===== config.mk =====
export PLATFORM = sky130hd
export DESIGN_NAME = bcd_to_bin_serial_flat
export DESIGN_NICKNAME = d
export VERILOG_FILES = /design/src/rtl/bcd_to_bin_serial_if.sv /design/src/rtl/bcd_to_bin_serial.sv /design/src/flat_wrapper.sv
export SDC_FILE = /design/constraint.sdc
export NUM_CORES = 1
export LEC_CHECK = 0
export ABC_AREA = 1
export BUFFER_PORTS_ARGS = -buffer_cell sky130_fd_sc_hd__buf_2
export CELL_PAD_IN_SITES_DETAIL_PLACEMENT = 1
export CELL_PAD_IN_SITES_GLOBAL_PLACEMENT = 2
export CORE_UTILIZATION = 32
export DETAILED_ROUTE_END_ITERATION = 12
export MAX_ROUTING_LAYER = met4
export PLACE_DENSITY = 0.87
export SLEW_MARGIN = 25
export SYNTH_ARGS = -nofsm -noshare
export SYNTH_HDL_FRONTEND = slang
export SYNTH_SLANG_ARGS = --single-unit

===== constraint.sdc =====
create_clock -name clk -period 1.8 [get_ports clk]
set_clock_uncertainty 0.2 [all_clocks]
set_input_delay 0.27 -clock clk [delete_from_list [all_inputs] [get_ports clk]]
set_output_delay 0.27 -clock clk [all_outputs]
set_load 0.01 [all_outputs]

===== src/rtl/bcd_to_bin_serial_if.sv =====
// Bus bundle for the serial BCD-to-binary converter.
//
// Handshake: the master raises start with bcd_in valid; the converter
// accepts it on the first rising clk edge where busy is low (start while
// busy is ignored, never queued). done pulses high for exactly one cycle
// when bin/err are valid; bin/err then hold until the next accepted
// conversion completes.
interface bcd_to_bin_serial_if #(
    parameter int DIGITS = 3,
    parameter int BIN_W  = 10
);
    logic                  start;
    logic [4*DIGITS-1:0]   bcd_in;
    logic                  busy;
    logic                  done;
    logic                  err;
    logic [BIN_W-1:0]      bin;

    modport master (output start, bcd_in, input busy, done, err, bin);
    modport slave  (input start, bcd_in, output busy, done, err, bin);
endinterface


===== src/rtl/bcd_to_bin_serial.sv =====
// Sequential BCD-to-binary converter using reverse double-dabble:
// {bcd_reg, work_reg} shifts right one bit per cycle, then every BCD digit
// >= 8 has 3 subtracted. Illegal digits (> 9) abort with err set.
module bcd_to_bin_serial #(
    parameter int DIGITS = 3,
    parameter int BIN_W  = 10
) (
    input  logic                clk,
    input  logic                rst_n,
    bcd_to_bin_serial_if.slave  bus,
    output logic [1:0]          dbg_state
);
    localparam int BCD_W = 4 * DIGITS;
    localparam int CNT_W = $clog2(BIN_W + 1);
    localparam logic [CNT_W-1:0] LAST_STEP = CNT_W'(BIN_W - 1);

    typedef enum logic [1:0] {
        IDLE   = 2'd0,
        SHIFT  = 2'd1,
        FINISH = 2'd2
    } state_t;

    state_t             state, state_nxt;
    logic [BCD_W-1:0]   bcd_reg, bcd_nxt, bcd_shifted;
    logic [BIN_W-1:0]   work_reg, work_nxt, work_shifted;
    logic [BIN_W-1:0]   bin_reg, bin_nxt;
    logic [CNT_W-1:0]   cnt, cnt_nxt;
    logic               err_reg, err_nxt;
    logic               bad_pend, bad_pend_nxt;
    logic               illegal;

    // Same nibble-range test as the BCD adder's decimal correction.
    function automatic logic digit_illegal(input logic [3:0] d);
        return (d[3] & d[2]) | (d[3] & d[1]);
    endfunction

    // Flag any illegal digit in the incoming word.
    always_comb begin
        illegal = 1'b0;
        for (int i = 0; i < DIGITS; i++) begin
            illegal = illegal | digit_illegal(bus.bcd_in[4*i +: 4]);
        end
    end

    // One reverse double-dabble step: shift right, then correct digits >= 8.
    always_comb begin
        work_shifted = {bcd_reg[0], work_reg[BIN_W-1:1]};
        bcd_shifted  = bcd_reg >> 1;
        for (int i = 0; i < DIGITS; i++) begin
            if (bcd_shifted[4*i+3]) begin
                bcd_shifted[4*i +: 4] = bcd_shifted[4*i +: 4] - 4'd3;
            end
        end
    end

    // Next-state and datapath control. The illegal-digit verdict is latched
    // at acceptance and acted on in the first SHIFT cycle, so an error
    // completes one edge after START without touching the datapath.
    always_comb begin
        state_nxt    = state;
        bcd_nxt      = bcd_reg;
        work_nxt     = work_reg;
        cnt_nxt      = cnt;
        bin_nxt      = bin_reg;
        err_nxt      = err_reg;
        bad_pend_nxt = bad_pend;
        case (state)
            IDLE: begin
                if (bus.start) begin
                    bcd_nxt      = bus.bcd_in;
                    work_nxt     = '0;
                    cnt_nxt      = '0;
                    bad_pend_nxt = illegal;
                    state_nxt    = SHIFT;
                end
            end
            SHIFT: begin
                if (bad_pend) begin
                    bad_pend_nxt = 1'b0;
                    bin_nxt      = '0;
                    err_nxt      = 1'b1;
                    state_nxt    = FINISH;
                end else begin
                    bcd_nxt  = bcd_shifted;
                    work_nxt = work_shifted;
                    cnt_nxt  = cnt + CNT_W'(1);
                    if (cnt == LAST_STEP) begin
                        bin_nxt   = work_shifted;
                        err_nxt   = 1'b0;
                        state_nxt = FINISH;
                    end
                end
            end
            FINISH: begin
                state_nxt = IDLE;
            end
            default: begin
                state_nxt = IDLE;
            end
        endcase
    end

    // State and datapath registers, cleared asynchronously.
    always_ff @(posedge clk or negedge rst_n) begin
        if (!rst_n) begin
            state    <= IDLE;
            bcd_reg  <= '0;
            work_reg <= '0;
            cnt      <= '0;
            bin_reg  <= '0;
            err_reg  <= 1'b0;
            bad_pend <= 1'b0;
        end else begin
            state    <= state_nxt;
            bcd_reg  <= bcd_nxt;
            work_reg <= work_nxt;
            cnt      <= cnt_nxt;
            bin_reg  <= bin_nxt;
            err_reg  <= err_nxt;
            bad_pend <= bad_pend_nxt;
        end
    end

    // A legal input must leave no residue in the BCD register after the last step.
    always_ff @(posedge clk) begin
        if (rst_n && state == SHIFT && !bad_pend && cnt == LAST_STEP) begin
            assert (bcd_shifted == '0);
        end
    end

    assign bus.busy  = (state != IDLE);
    assign bus.done  = (state == FINISH);
    assign bus.err   = err_reg;
    assign bus.bin   = bin_reg;
    assign dbg_state = state;
endmodule


===== src/flat_wrapper.sv =====
// flat-port wrapper written by rule: the top's interface ports become plain ports
module bcd_to_bin_serial_flat 
#(
    parameter int DIGITS = 3,
    parameter int BIN_W  = 10
)
  (clk, rst_n, dbg_state, bus_start, bus_bcd_in, bus_busy, bus_done, bus_err, bus_bin);
  bcd_to_bin_serial_if #(.DIGITS(DIGITS), .BIN_W(BIN_W)) bus_i ();
  input  logic clk;
  input  logic rst_n;
  output logic [1:0] dbg_state;
  input wire logic [$bits(bus_i.start)-1:0] bus_start;
  input wire logic [$bits(bus_i.bcd_in)-1:0] bus_bcd_in;
  output wire logic [$bits(bus_i.busy)-1:0] bus_busy;
  output wire logic [$bits(bus_i.done)-1:0] bus_done;
  output wire logic [$bits(bus_i.err)-1:0] bus_err;
  output wire logic [$bits(bus_i.bin)-1:0] bus_bin;
  assign bus_i.start = bus_start;
  assign bus_i.bcd_in = bus_bcd_in;
  assign bus_busy = bus_i.busy;
  assign bus_done = bus_i.done;
  assign bus_err = bus_i.err;
  assign bus_bin = bus_i.bin;
  bcd_to_bin_serial #(.DIGITS(DIGITS), .BIN_W(BIN_W)) u_core (.clk(clk), .rst_n(rst_n), .bus(bus_i), .dbg_state(dbg_state));
endmodule

==> results of run 1 <==
power breakdown:
group / total [mW] / internal, mW / leakage, nW / switching (mW)
registers: 1.29 / 1.08 / 0.517 / 0.212
clock network: 0.734 / 0.413 / 0.0581 / 0.321
logic: 1.34 / 0.478 / 0.693 / 0.860
worst max-delay path by stage:
stage	from	to	slack (ns)
3_5_place_dp	u_core.dbg_state[1]$_DFFE_PN0P_	u_core.dbg_state[1]$_DFFE_PN0P_	0.23
2_1_floorplan	u_core.dbg_state[1]$_DFFE_PN0P_	u_core.cnt[1]$_DFFE_PN0P_	0.35
5_1_grt	u_core.dbg_state[1]$_DFFE_PN0P_	u_core.bcd_reg[8]$_DFFE_PN0P_	0.04
4_1_cts	u_core.dbg_state[1]$_DFFE_PN0P_	bus_busy	0.16
3_3_place_gp	u_core.dbg_state[0]$_DFFE_PN0P_	u_core.bcd_reg[9]$_DFFE_PN0P_	0.23
6_report	u_core.dbg_state[1]$_DFFE_PN0P_	bus_busy	0.17
worst reg2reg max path: stages (launching register included):
cell     delay, ns
dfrtp_1       0.45
nor2_1        0.23
nand2_1       0.24
nand2_4       0.23
nand2_1       0.07
o21ai_0       0.08
layer usage:
metal | share of wire (%) | GRT usage [%] | routed length (um)
met3 | 2.7 | 3.09 | 115
met5 | 0 | - | 0
met1 | 51 | 20.4 | 2180
met2 | 46 | 25.9 | 1970
met4 | 1.1 | 6.00 | 47
kinds of logic after synthesis:
family	count (synthesis)	synth area share (%)
AOI/OAI and AO/OA	25	6.48
and+or+nand+nor	155	32.8
DFF	39	50.6
buffers and inverters	31	7.58
adders and majority gates	4	2.59
cell usage in the layout, fill, tap and decap left out, types with 2 or more instances in the layout:
| cell | n |
|---|---|
| buf_12 | 2 |
| inv_1 | 23 |
| ha_1 | 4 |
| clkbuf_8 | 5 |
| a21oi_1 | 3 |
| o21ai_0 | 20 |
| buf_2 | 29 |
| buf_4 | 4 |
| nand2_1 | 123 |
| nor2_4 | 2 |
| o21ai_1 | 2 |
| nor2_1 | 11 |
| nand3_1 | 14 |
| dfrtp_1 | 39 |
| or2_2 | 2 |
final cells by class:
type | count | area (um2)
clock inverters | 3 | 43.8
flip-flops and latches | 39 | 976
fillers | 728 | 3380
repair buffers | 36 | 225
multi-input cells | 184 | 808
clock buffers | 5 | 68.8
inverters | 23 | 86.3
well taps | 72 | 90.1
per-stage QoR:
stage / std cells / util [%] / cell area, um2
floorplan: 254 / - / 1930
global placement: 353 / 38.3 / 2180
detailed placement: 353 / 38.3 / 2180
CTS: 362 / 40.5 / 2300
global route: 362 / 40.5 / 2300
finish: 362 / 40.5 / 2300
==> flow_summary.ini, run 1 <==
[outcome]
outcome = completed

[setup_path]
cp.arrival_ns = 1.16
rr_worst_depth = 5
r2r_end = u_core.bcd_reg[9]$_DFFE_PN0P_
crit_chain = nor2_1 -> inv_1 -> buf_2
cpPeakStageDelay_ns = 0.45
cp.depth = 3
critPathSlowestCell = dfrtp_1
critPathKind = register to output pin
required_ns = 1.33
r2r-start = u_core.dbg_state[1]$_DFFE_PN0P_
r2r_slack_ns = 0.21
crit_path_max_fanout = 5
path_buf_inv = 2
critPathLaunchType = register
cp-end-kind = output pin
critPathTopFamily = flip-flops

[clock_network]
htree_levels = 2
cts_made_buffers = 5
holdBufCountCts = 1
cts_tree = done
cts_sinks = 39
cts_resized = 0
cts_setup_buffers = 0
cts_root_buffer = clkbuf_8
worstSkewPairLatency_ns = 0.29
clockBufferDepth = 2
path_clk_slew_ns = 0.08

[timing]
final_hold_viol_count = 0
rsz0062_at_grt = false
hold_slack_ns = 0.00909
setup_tns_ns = 0
slew_violations = 0
slew_headroom_pct = 74.8
tightest_slew_ns = 0.378
fmax_ghz = 0.613
min_period_over_period_pct = 90.7
setup_violations = 0
min_period_ns = 1.63
finalWorstSetupSlack_ns = 0.168

[floorplan]
design.core.area_um2 = 5680
dieHeight_um = 79.7
die_x_um = 79.7
start_util_pct = 34.0
fp-row-count = 27
num_io_pins = 30
die_area_um2 = 6350

[synth]
ys_ff_latch = 39
synthCells = 254
yosys.area.top_type = dfrtp_1
synth-edff-count = 0
async_flop_share_pct = 100
syn-num-nets = 273
seq_area_frac_synth_pct = 50.6
synth_cell_types = 18
yosysWarnings = 0
synth_area_per_cell_um2 = 7.60
syn_area_um2 = 1930
synth.area.top_cells = dfrtp_1 (51%), nand2_1 (24%), o21ai_0 (5.2%)
synth_commonest_cells = nand2_1 (123), dfrtp_1 (39), inv_1 (23), o21ai_0 (20), nand3_1 (14)
synth-main-ff-cell = dfrtp_1
synth.top_cell.area_share_pct = 50.6
yosys.cell_count.top_type = nand2_1

[pwr]
p_per_area_nw_per_um2 = 1460
ir_drop_mv = 0.731
total_power_mw = 3.36
p_leak_nw = 1.27

[cells_and_area]
nets = 308
antenna_cells = 0
syn_to_final_growth_pct = 19.1
largest_register_ff_count = 12
drive_gt1_share_pct = 16.9

[min_path]
holdCritPathClass = input port to register
hp-start = bus_bcd_in[11]
hold_depth = 3
hold_end = u_core.bcd_reg[11]$_DFFE_PN0P_

[job]
max_cap_viol_count = 0

[global_route]
antenna_found_initial = 0
overflow = 0
track_usage_pct = 16.2
grt_pass1_wl_mm = 7.79
grt_max_degree = 30
grt_pass1_vias = 1704

[detailed_routing]
drt_iter0_drc = 44
ant_nets = 0
via_per_inst = 4.52
drc = 0
num_vias = 1638
avgRoutedWirePerCell_um = 11.9
wirelength_mm = 4.32
first_pass_iters = 4

[place]
port_buffers = 29
pre_cts_ws_ns = 0.230
dp_hpwl_mm = 3.22
place_congestion = 0.743
Note: power is estimated with default switching activity, not from simulation.
==> run 2: changes to the inputs <==
Settings changed: SETUP_SLACK_MARGIN set to 0.3.
==> flow_summary.ini, run 2 (synthesis results as in run 1) <==
[floorplan]
num_io_pins = 30
die_area_um2 = 6350
fp-row-count = 27
dieHeight_um = 79.7
start_util_pct = 34.0
die_x_um = 79.7
design.core.area_um2 = 5680

[cells_and_area]
final_cells = 386
syn_to_final_growth_pct = 41.9
layout_commonest_cell = nand2_1
antenna_cells = 0
nFillCells = 692
drive_gt1_share_pct = 33.8
final_cell_mix = nand2_1 (103), dfrtp_1 (36), buf_2 (29)
stdcell_area_um2 = 2740
nets = 332
largest_register_ff_count = 12

[global_route]
antenna_found_initial = 0
grt_pass1_wl_mm = 8.20
overflow = 0
track_usage_pct = 17.2
grt_max_degree = 30
grt_pass1_vias = 1776

[detailed_routing]
num_vias = 1828
wirelength_mm = 5.52
ant_nets = 0
drt_iter0_drc = 50
via_per_inst = 4.74
drc = 0
avgRoutedWirePerCell_um = 14.3
first_pass_iters = 4

[timing]
setup_violations = 0
final_hold_viol_count = 0
slew_headroom_pct = 74.3
slew_violations = 0
min_period_over_period_pct = 86.1
fmax_ghz = 0.645
tightest_slew_ns = 0.385
finalWorstSetupSlack_ns = 0.250
rsz0062_at_grt = true
setup_tns_ns = 0
min_period_ns = 1.55

[place]
port_buffers = 29
dpl_cell_area_um2 = 2180
place_congestion = 0.743
pre_cts_ws_ns = 0.230
dp_hpwl_mm = 3.22
dp.cells = 353

[clock_network]
cts_root_buffer = clkbuf_8
clockBufferDepth = 2
cts_made_buffers = 5
worstSkewPairLatency_ns = 0.30
path_clk_slew_ns = 0.08
cts_sinks = 39
cts_tree = done
htree_levels = 2

[min_path]
hp-start = bus_bcd_in[11]
hold_end = u_core.bcd_reg[11]$_DFFE_PN0P_
hold_depth = 3
holdCritPathClass = input port to register

[setup_path]
r2r-start = u_core.dbg_state[1]$_DFFE_PN0P_
cp-end-kind = output pin
crit_path_max_fanout = 5
cp.arrival_ns = 1.08
required_ns = 1.33
critPathLaunchType = register
r2r_slack_ns = 0.28
crit_start = u_core.dbg_state[1]$_DFFE_PN0P_
critPathKind = register to output pin
rr_worst_depth = 7
r2r_end = u_core.cnt[3]$_DFFE_PN0P_

[job]
max_cap_viol_count = 0

[outcome]
outcome = completed

[pwr]
ir_drop_mv = 0.739
total_power_mw = 4.31
p_leak_nw = 1.47
p_per_area_nw_per_um2 = 1570
run 2: repair_timing:
item	CTS	global route
gates resized for setup	26	38
endpoints found under the hold margin	14	0
buffers inserted	6	11
pin swaps	11	18
endpoints found under the setup margin	26	38
cloned	2	5
hold buffers	1	0
run 2: critical path, cell delays in order (launching register included):
cell     delay, ns
dfrtp_2       0.45
inv_1         0.10
nor2_1        0.10
buf_2         0.13
run 2: worst max path at each step:
stage / endpoint / slack, ns / depth (start not counted)
2_1_floorplan: u_core.cnt[1]$_DFFE_PN0P_ / 0.35 / 5
3_3_place_gp: u_core.bcd_reg[9]$_DFFE_PN0P_ / 0.23 / 7
3_5_place_dp: u_core.dbg_state[1]$_DFFE_PN0P_ / 0.23 / 6
4_1_cts: bus_busy / 0.26 / 3
5_1_grt: bus_busy / 0.20 / 3
6_report: bus_done / 0.25 / 3
run 2: layout make-up:
| type | instances | area [um2] | area share (%) |
|---|---|---|---|
| multi-input combinational | 186 | 1010 | 36.7 |
| sequential | 39 | 980 | 35.8 |
| tap | 72 | 90.1 | 3.29 |
| clock buffer | 5 | 68.8 | 2.51 |
| inverter | 23 | 86.3 | 3.15 |
| clock inverter | 3 | 43.8 | 1.60 |
| timing repair buffer | 58 | 464 | 16.9 |
run 2: through the flow:
stage	utilization, %	hold WS (ns)
after floorplan	-	-0.226
after global placement	38.3	0.0189
after detailed placement	38.3	0.0153
after CTS	42.9	0.00531
after global routing	48.3	0.0268
final	48.3	0.00409
run 2: layer usage:
| layer | track usage, % | vias to the layer above | part of all wire, % |
|---|---|---|---|
| met4 | 6.00 | 0 | 2.9 |
| met2 | 27.7 | 32 | 48 |
| met1 | 21.6 | 878 | 46 |
| met5 | - | - | 0 |
| met3 | 3.09 | 15 | 3.3 |
| li1 | - | 903 | - |
run 2: power by group:
part           internal, mW  switching [mW]  total, mW
sequential             1.08           0.255       1.34
combinational         0.995            1.23       2.22
clock                 0.413           0.336      0.748
total                  2.49            1.82       4.31
==> run 3: changes to the inputs <==
Settings changed: ABC_AREA 1 to unset, CORE_UTILIZATION 32 to 35.
==> flow_summary.ini, run 3 <==
[outcome]
outcome = completed

[clock_network]
cts_root_buffer = clkbuf_8
cts_sinks = 39
worstSkewPairLatency_ns = 0.30
path_clk_slew_ns = 0.08
cts_tree = done
cts_made_buffers = 5
clockBufferDepth = 2
htree_levels = 2

[setup_path]
critPathKind = register to output pin
critPathSlowestCell = dfrtp_2
cp.arrival_ns = 1.20
crit_path_max_fanout = 3
cpPeakStageDelay_ns = 0.42
required_ns = 1.33
critPathLaunchType = register
cp-end-kind = output pin
crit_chain = buf_6 -> buf_6 -> nor2b_1 -> buf_2
r2r_end = u_core.bcd_reg[2]$_DFFE_PN0P_
timing.critical_path.mode_cell = buf_6
r2r_slack_ns = 0.13
r2r-start = u_core.dbg_state[0]$_DFFE_PN0P_
rr_worst_depth = 6

[floorplan]
fp-row-count = 26
die_x_um = 74.7
die_area_um2 = 5590
dieHeight_um = 74.7
start_util_pct = 36.3
design.core.area_um2 = 5110
num_io_pins = 30

[global_route]
overflow = 0
antenna_found_initial = 0
track_usage_pct = 20.2
grt_pass1_vias = 1584
grt_pass1_wl_mm = 7.99
grt_max_degree = 24

[synth]
yosysWarnings = 0
synth_compound_gate_area_share_pct = 18.8
async_flop_share_pct = 100
synth-simple-area-share_pct = 15.3
synthAdderAreaFrac_pct = 2.70
syn-num-nets = 202
yosys.cell_count.top_type = dfrtp_1
synth-main-ff-cell = dfrtp_1
seq_area_frac_synth_pct = 52.7
synth.top_cell.area_share_pct = 52.7
synth_area_per_cell_um2 = 10.1
synth_top_family_by_area = compound AO/OA/AOI/OAI gates
synth.area.top_cells = dfrtp_1 (53%), nand2_1 (6.3%), a22o_1 (6.1%)
yosys.area.top_type = dfrtp_1
synthXorXnorAreaFrac_pct = 1.89
synth_commonest_cells = dfrtp_1 (39), nand2_1 (31), o21ai_1 (19), a22o_1 (13), nor2_1 (12)
synthCells = 183
synth_cell_types = 29
synth-edff-count = 0
synthMuxAreaShare_pct = 4.39
syn_area_um2 = 1850
ys_ff_latch = 39

[detailed_routing]
num_vias = 1625
avgRoutedWirePerCell_um = 17.4
drt_iter0_drc = 54
drc = 0
ant_nets = 0
via_per_inst = 5.21
first_pass_iters = 4
wirelength_mm = 5.43

[min_path]
hp-start = bus_bcd_in[4]
hold_end = u_core.bcd_reg[4]$_DFFE_PN0P_
holdCritPathClass = input port to register
hold_depth = 3

[cells_and_area]
largest_register_ff_count = 12
drive_gt1_share_pct = 38.0
final_cell_mix = dfrtp_1 (37), nand2_1 (29), buf_2 (28)
nFillCells = 580
syn_to_final_growth_pct = 43.4
antenna_cells = 0
area.sequential_um2 = 978
nets = 260
multiInputGateArea_um2 = 926
layout_commonest_cell = dfrtp_1

[place]
dp_hpwl_mm = 2.91
place_congestion = 0.731
port_buffers = 29

[timing]
rsz0062_at_grt = true
tightest_slew_ns = 0.442
hold_slack_ns = 0.0410
fmax_ghz = 0.598
min_period_ns = 1.67
setup_violations = 0
slew_headroom_pct = 70.6
final_hold_viol_count = 0
setup_tns_ns = 0
slew_violations = 0
min_period_over_period_pct = 92.9

[pwr]
p_leak_nw = 1.27
ir_drop_mv = 0.913
p_per_area_nw_per_um2 = 1880

[job]
max_cap_viol_count = 0
run 3: cell count changes after synthesis, sizes merged, moves of 6 or more:
cell / delta
nand2: -93
inv: -20
nand3: -14
a22o: +13
mux2i: +7
nand2b: +6
run 3: layer usage:
layer	vias up	wire length, um	GRT usage, %
li1	753	-	-
met1	826	2390	25.1
met2	37	2750	33.3
met3	9	189	3.61
met4	0	96	6.29
met5	-	0	-
run 3: timing repair:
| action | in CTS | in global routing |
|---|---|---|
| resized for setup | 27 | 18 |
| endpoints found under the hold margin | 16 | 0 |
| gates cloned | 1 | 2 |
| pin swaps | 3 | 4 |
| buffers inserted | 13 | 8 |
| endpoints found under the setup margin | 37 | 42 |
| hold buffers | 1 | 0 |
run 3: power by group:
part,switching [mW],internal [mW]
logic,1.33,1.38
clock network,0.331,0.554
registers,0.265,1.13
run 3: cells by family (layout without fill, tap and decap cells):
kind of cell | Yosys count | count (layout)
AO/OA/AOI/OAI | 54 | 54
XOR/XNOR | 4 | 4
adder cells (fa/ha/maj) | 4 | 4
buffers and inverters | 15 | 74
flip-flops | 39 | 39
multiplexers | 8 | 8
AND/OR/NAND/NOR | 59 | 59
run 3: worst max path at each step:
stage / cells after the start / slack [ns] / from / to
6_report: 4 / 0.13 / u_core.dbg_state[0]$_DFFE_PN0P_ / bus_done
5_1_grt: 7 / 0.09 / u_core.dbg_state[0]$_DFFE_PN0P_ / u_core.bcd_reg[3]$_DFFE_PN0P_
4_1_cts: 3 / 0.15 / u_core.dbg_state[1]$_DFFE_PN0P_ / bus_busy
3_5_place_dp: 5 / 0.08 / u_core.cnt[0]$_DFFE_PN0P_ / u_core.bus.bin[5]$_DFFE_PN0P_
3_3_place_gp: 5 / 0.11 / u_core.cnt[0]$_DFFE_PN0P_ / u_core.bus.bin[1]$_DFFE_PN0P_
2_1_floorplan: 6 / 0.29 / u_core.dbg_state[1]$_DFFE_PN0P_ / u_core.bus.bin[0]$_DFFE_PN0P_
run 3: through the flow:
stage	instance area (um2)	power (mW)	std cells	utilization [%]	setup WS, ns
3_3_place_gp	2110	2.97	279	41.2	0.113
4_1_cts	2500	4.61	302	49.0	0.146
6_report	2660	4.99	312	52.0	0.128
5_1_grt	2660	5.29	312	52.0	0.0897
2_1_floorplan	1870	2.61	183	-	0.286
3_5_place_dp	2110	3.03	279	41.2	0.0818
run 3: area by class of cell:
class                           instances  share of cell area [%]
Sequential cell                        39                    36.9
Tap cell                               70                    3.30
Clock buffer                            6                    2.73
Timing Repair Buffer                   63                    19.6
Multi-Input combinational cell        129                    34.9
Clock inverter                          2                    2.26
Inverter                                3                   0.424
run 3: worst max-delay path, delay by kind of cell, from the launching register on:
| family | cells | cell delay [ns] |
|---|---|---|
| and+or+nand+nor | 1 | 0.10 |
| DFF | 1 | 0.42 |
| buffers and inverters | 3 | 0.38 |
